--- src/rtl/vga_sync_gen.sv ---
// Purpose: VGA 640x480@60 sync/timing generator: hsync, vsync, video_on, pixel coordinates, line/frame pulses.
// Latency: all outputs are registered and lag the internal h/v counters by exactly one enabled (pix_en) edge.
// Backpressure: none; pix_en stalls counters and holds outputs, while line/frame pulses drop to 0 on stalled edges.
module vga_sync_gen #(
  parameter int unsigned H_ACTIVE = 640,
  parameter int unsigned H_FP     = 16,
  parameter int unsigned H_SYNC   = 96,
  parameter int unsigned H_BP     = 48,
  parameter int unsigned V_ACTIVE = 480,
  parameter int unsigned V_FP     = 10,
  parameter int unsigned V_SYNC   = 2,
  parameter int unsigned V_BP     = 33,
  parameter bit          SYNC_POL = 1'b0
) (
  input  logic       clk,
  input  logic       rst,
  input  logic       pix_en,
  output logic       hsync,
  output logic       vsync,
  output logic       video_on,
  output logic [9:0] pixel_x,
  output logic [9:0] pixel_y,
  output logic       line_start,
  output logic       frame_start
);

  localparam int unsigned H_TOTAL = H_ACTIVE + H_FP + H_SYNC + H_BP;
  localparam int unsigned V_TOTAL = V_ACTIVE + V_FP + V_SYNC + V_BP;

  // Decode bounds are 11 bits wide so a 1024-long line still compares correctly.
  localparam logic [10:0] H_ACT_END = 11'(H_ACTIVE);
  localparam logic [10:0] HS_START  = 11'(H_ACTIVE + H_FP);
  localparam logic [10:0] HS_END    = 11'(H_ACTIVE + H_FP + H_SYNC);
  localparam logic [10:0] V_ACT_END = 11'(V_ACTIVE);
  localparam logic [10:0] VS_START  = 11'(V_ACTIVE + V_FP);
  localparam logic [10:0] VS_END    = 11'(V_ACTIVE + V_FP + V_SYNC);
  localparam logic [9:0]  H_LAST    = 10'(H_TOTAL - 1);
  localparam logic [9:0]  V_LAST    = 10'(V_TOTAL - 1);

  logic [9:0] h_cnt_q, h_cnt_d;
  logic [9:0] v_cnt_q, v_cnt_d;
  logic       hsync_q, hsync_d;
  logic       vsync_q, vsync_d;
  logic       video_on_q, video_on_d;
  logic [9:0] pixel_x_q, pixel_x_d;
  logic [9:0] pixel_y_q, pixel_y_d;
  logic       line_start_q, line_start_d;
  logic       frame_start_q, frame_start_d;

  logic [10:0] h_ext;
  logic [10:0] v_ext;
  logic        hs_act;
  logic        vs_act;

  assign h_ext  = {1'b0, h_cnt_q};
  assign v_ext  = {1'b0, v_cnt_q};
  assign hs_act = (h_ext >= HS_START) && (h_ext < HS_END);
  assign vs_act = (v_ext >= VS_START) && (v_ext < VS_END);

  // Next state: decode current counters into the output registers and advance raster position when enabled.
  always_comb begin
    h_cnt_d       = h_cnt_q;
    v_cnt_d       = v_cnt_q;
    hsync_d       = hsync_q;
    vsync_d       = vsync_q;
    video_on_d    = video_on_q;
    pixel_x_d     = pixel_x_q;
    pixel_y_d     = pixel_y_q;
    line_start_d  = 1'b0;
    frame_start_d = 1'b0;
    if (pix_en) begin
      pixel_x_d     = h_cnt_q;
      pixel_y_d     = v_cnt_q;
      video_on_d    = (h_ext < H_ACT_END) && (v_ext < V_ACT_END);
      hsync_d       = hs_act ? SYNC_POL : ~SYNC_POL;
      vsync_d       = vs_act ? SYNC_POL : ~SYNC_POL;
      line_start_d  = (h_cnt_q == 10'd0);
      frame_start_d = (h_cnt_q == 10'd0) && (v_cnt_q == 10'd0);
      if (h_cnt_q == H_LAST) begin
        h_cnt_d = 10'd0;
        v_cnt_d = (v_cnt_q == V_LAST) ? 10'd0 : v_cnt_q + 10'd1;
      end else begin
        h_cnt_d = h_cnt_q + 10'd1;
      end
    end
  end

  // State registers; reset wins over pix_en and restarts the frame at (0,0).
  always_ff @(posedge clk) begin
    if (rst) begin
      h_cnt_q       <= 10'd0;
      v_cnt_q       <= 10'd0;
      hsync_q       <= ~SYNC_POL;
      vsync_q       <= ~SYNC_POL;
      video_on_q    <= 1'b0;
      pixel_x_q     <= 10'd0;
      pixel_y_q     <= 10'd0;
      line_start_q  <= 1'b0;
      frame_start_q <= 1'b0;
    end else begin
      h_cnt_q       <= h_cnt_d;
      v_cnt_q       <= v_cnt_d;
      hsync_q       <= hsync_d;
      vsync_q       <= vsync_d;
      video_on_q    <= video_on_d;
      pixel_x_q     <= pixel_x_d;
      pixel_y_q     <= pixel_y_d;
      line_start_q  <= line_start_d;
      frame_start_q <= frame_start_d;
    end
  end

  assign hsync       = hsync_q;
  assign vsync       = vsync_q;
  assign video_on    = video_on_q;
  assign pixel_x     = pixel_x_q;
  assign pixel_y     = pixel_y_q;
  assign line_start  = line_start_q;
  assign frame_start = frame_start_q;

endmodule

--- config.mk ---
export PLATFORM = sky130hd
export DESIGN_NAME = vga_sync_gen
export DESIGN_NICKNAME = d
export VERILOG_FILES = /design/src/rtl/vga_sync_gen.sv
export SDC_FILE = /design/constraint.sdc
export NUM_CORES = 1
export LEC_CHECK = 0
export ABC_AREA = 1
export BUFFER_PORTS_ARGS = -buffer_cell sky130_fd_sc_hd__buf_2
export CAP_MARGIN = 10
export CORE_AREA = 2 2 62 64
export DETAILED_ROUTE_END_ITERATION = 10
export DIE_AREA = 0 0 64 66
export HOLD_SLACK_MARGIN = 0.02
export MAX_ROUTING_LAYER = met4
export PLACE_DENSITY_LB_ADDON = 0.25
export SYNTH_ARGS = -nofsm -noshare
export SYNTH_HDL_FRONTEND = slang
export SYNTH_SLANG_ARGS = --single-unit
--- constraint.sdc ---
create_clock -name clk -period 4.3 [get_ports clk]
set_clock_uncertainty 0.1 [all_clocks]
set_input_delay 0.86 -clock clk [delete_from_list [all_inputs] [get_ports clk]]
set_output_delay 0.86 -clock clk [all_outputs]
set_load 0.03 [all_outputs]
# --- After elaboration in Yosys (flattened, before gate mapping) ---
# Index checks and enable logic that the tools add are counted.
totals:
  ff_bits: 45
  output_inout_bits: 25
  word_cells: 32
classes:
  n_eq_ne: 2
  reduce_logical: 8
  mux: 4
  magnitude_cmp: 6
  n_bitwise: 1
  addsub: 2
ops:
  columns: ["operator", "count"]
  rows:
  - ["$add 10x1->10 const B", 2]
  - ["$eq 10x10->1 const B", 2]
  - ["$logic_not 10->1", 2]
  - ["$lt 10x10->1 const B", 2]
  - ["$lt 10x9->1 const B", 2]
  - ["$mux 10", 2]
  - ["$ge 10x10->1 const B", 1]
  - ["$ge 10x9->1 const B", 1]
  - ["$logic_and 1x1->1", 4]
  - ["$mux 1", 2]
  - ["$reduce_and 2->1", 1]
  - ["$reduce_or 2->1", 1]
  - ["$not 1->1", 1]

# --- Logic depth before layout (Yosys ltp) ---
depth:
  depth_word: 3
  ltp_mapped: 10
  depth_no_buf: 9

# --- Worst setup path before layout ---
# Ideal clock, no wire load.
synth_path:
  kind: "input to register"
  from: "in rst"
  to: "reg v_cnt_q[0]"
  setup_ns: 0.114
  stages: 5
  slack_ns: 2.527
  path_buffers: 2
  arrival_ns: 1.559
  cell_sequence: "buf_2 clkinv_1 clkbuf_2 nand4_1 nand2_1"
synth_rtl:
  columns: ["item", "line", "text"]
  rows:
  - ["start: declaration", "16", "input logic rst,"]
  - ["end signal: assignment", "102", "v_cnt_q <= v_cnt_d;"]
  - ["end: declaration", "41", "logic [9:0] v_cnt_q, v_cnt_d;"]

==> summary.txt <==
==========================================================================================
Result of the run                                                             finished, final reports clean
Setup crit start                                                                    pix_en
Post-CTS setup-driven buffer insertion count                                             0
Hold path startpoint                                                            pixel_x[2]
Setup TNS Final                                                                       0 ns
Root Buffer Master                                                                clkbuf_4
CTS tree                                                                               yes
Top Usage Layer GRT                                                                   met2
Skew-Pair Late Insertion Delay                                                     0.37 ns
Max rail drop VDD                                                                 248.9 uV
Via count                                                                             1893
Met2 track demand over resource                                                     34.11%
Post-layout net count                                                                  326
Required time at the worst-slack endpoint                                          4.52 ns
Endpoint of the lowest-slack register-to-register path                          v_cnt_q[1]
Number of diodes                                                                         0
Clock edge transition at the registers on the reported setup and hold paths        0.13 ns
Worst r2r src                                                                   h_cnt_q[0]
Destination of the critical timing path                                           video_on
Internal power                                                                    626.7 uW
Period minus WS final                                                             2.154 ns
Detailed-route wire length per cell                                               11.90 um
Relative contribution of sequential cells to total power                             53.0%
Number of placed I/O pins                                                               28
Count of antenna-violating nets left after detailed routing                              0
Leak Pwr                                                                       0.001019 uW
Hold Crit Class                                                               register to register
Number of enable flip-flop cells after synthesis                                         0
Fin. Hold Viols                                                                          0
Core footprint                                                                   3551 um^2
Share of power burned in the clock network                                           38.8%
Post-Synthesis Net Count                                                               302
Number of detailed-routing iterations run before antenna repair                          4
Highest attainable clock frequency                                               464.3 MHz
Largest net degree at the start of global routing                                       44
HPWL after detailed placement                                                      3187 um
Met3 track utilization from global routing                                          6.474%
Final worst path period share                                                       50.08%
Pwr/cell area                                                                 350.4 nW/um^2
Share of post-route cells with drive strength above 1                               15.36%
Transition time at the pin with the least slew margin                            0.6903 ns
Class of the most critical setup path                                         input port to register
Global Route Usage Sum                                                              23.44%
DRC marker count from the first detailed-route iteration                               117
First-pass GRT wire length                                                         7369 um
Row cnt                                                                                 22
Unrepaired setup endpoints after global routing                                         no
Number of buffers inserted during clock tree synthesis                                   5
Number of cells on the worst reg-to-reg path                                             8
Highest net fanout along the worst path                                                 43
Syn Inst Count                                                                         294
CP arrival                                                                         2.37 ns
Die Y                                                                                66 um
Quantity of gates resized following cts                                                  0
Avg Inst Size Synth                                                             7.141 um^2
Commonest non-fill, non-tap cell in the layout                                     nand2_1
X dimension of the die                                                               64 um
Critical path launch point type                                                 input port
Most instantiated flip-flop cell in the synthesis netlist                          dfxtp_1
Worst reg2reg setup slack                                                          2.68 ns
Sinks on the clock net                                                                  45
Worst slew slack as a fraction of its limit                                         53.98%
Netlist Area Pre-Place                                                           2100 um^2
Vias per inst                                                                        5.158
Total grt overflow                                                                       0
Starting density of the core                                                        59.13%
Level count of the clock H-tree                                                          2
Area overhead of the layout relative to synthesis                                   11.44%
Buffers from clock root to sink, at most                                                 2
Remaining DRCs                                                                           0
Part of the total power dissipated in combinational logic                             8.2%
Switching power as a share of total power                                           23.56%
Number of synthesized register bits                                                     45
Hold buffers post-CTS                                                                    0
Element type at the critical path end                                             register
Die ar.                                                                          4224 um^2
NetSw                                                                             193.2 uW
Post-synthesis cell type count                                                          28
Vias in the first global route                                                        1641
Number of fill cells in the layout                                                     311
Synthesis warning total                                                                  0
Antenna violations before repair                                                         0
Count of buffers from port buffering                                                    27
Commonest cells after routing, fill and taps aside                            nand2_1, dfxtp_1, nor2_1
Final setup violation count                                                              0
Total routed wirelength                                                            4369 um
Final-report max-slew violation count                                                    0
Routability-driven placement congestion ratio                                       0.9629
Worst-case hold slack                                                            0.3708 ns
Fraction of met1 tracks used by global routing                                      31.02%
Fraction of registers with async set or reset after synthesis                           0%
Count of maximum capacitance violations                                                  0
Sequential element share of the synthesized area                                    42.91%
==========================================================================================
## per-stage QoR
| stage | total power, uW | instances | utilization, % | cell area, um^2 | setup WS [ns] |
|---|---|---|---|---|---|
| floorplan | 496.0 | 294 | - | 2100 | 2.527 |
| global placement | 510.5 | 359 | 63.00 | 2237 | 1.821 |
| detailed placement | 511.6 | 359 | 63.00 | 2237 | 1.776 |
| CTS | 826.0 | 367 | 65.89 | 2340 | 2.164 |
| global route | 846.3 | 367 | 65.89 | 2340 | 1.988 |
| finish | 819.9 | 367 | 65.89 | 2340 | 2.146 |
## Yosys cell counts (all sizes together) (2+ instances only)
master | instances | share of area [%]
buf | 6 | 2.0
nor2 | 48 | 9.5
o21ai | 19 | 4.5
a21oi | 25 | 6.0
xor2 | 3 | 1.3
nand3 | 12 | 3.5
nor3 | 9 | 2.1
inv | 32 | 5.7
ha | 5 | 3.0
nand2 | 69 | 14
clkbuf | 4 | 0.77
nand4 | 11 | 3.3
a211oi | 2 | 0.71
dfxtp | 45 | 43
## metal layers
layer / share of wire, % / routed length (um)
met2: 41 / 1795
met3: 7.2 / 316
met5: 0 / 0
met1: 50 / 2164
met4: 2.1 / 93
## critical path, stage by stage
cell and delay [ns]:
buf_2 0.54, inv_1 0.40, nor2_1 0.33, nand3b_1 0.11, a21oi_1 0.12
## logic make-up (layout without fill, tap and decap cells)
| family | after synthesis | after routing | synth area share (%) |
|---|---|---|---|
| and+or+nand+nor | 151 | 151 | 32.66 |
| AOI/OAI and AO/OA | 47 | 47 | 11.56 |
| DFF | 45 | 45 | 42.91 |
| buffers and inverters | 43 | 68 | 8.640 |
| adders and majority gates | 5 | 5 | 2.980 |
| xor gates and xnor gates | 3 | 3 | 1.252 |
## how the worst min path moves through the flow
stage                       to  slack [ns]  depth (start not counted)
floorplan           v_cnt_q[0]        0.35                          2
global placement    pixel_x[2]        0.34                          2
detailed placement       hsync        0.35                          2
CTS                   video_on        0.37                          2
global route          video_on        0.40                          2
finish              pixel_x[2]        0.37                          2
## sequential cells by signal, indices dropped and copies added (netlist names)
register,cells
v_cnt_q,10
frame_start,1
vsync,1
pixel_y,10
line_start,1
hsync,1
pixel_x,10
video_on,1
h_cnt_q,10
## layout make-up
class	count	area [um^2]	area share, %
Sequential cell	45	900.9	38.50
Clock buffer	5	37.54	1.604
Multi-Input combinational cell	206	1017	43.48
Timing Repair Buffer	27	135.1	5.775
Clock inverter	3	65.06	2.781
Inverter	33	123.9	5.294
Tap cell	48	60.06	2.567
## power groups by stage
stage          clock network [uW]  registers [uW]  logic, uW
2_1_floorplan                   0             465       31.4
3_3_place_gp                    0             444       66.7
3_5_place_dp                    0             444       67.6
4_1_cts                       323             435       67.8
5_1_grt                       336             437       74.0
6_report                      318             435       67.0
Power figures use the tool's default switching activity.
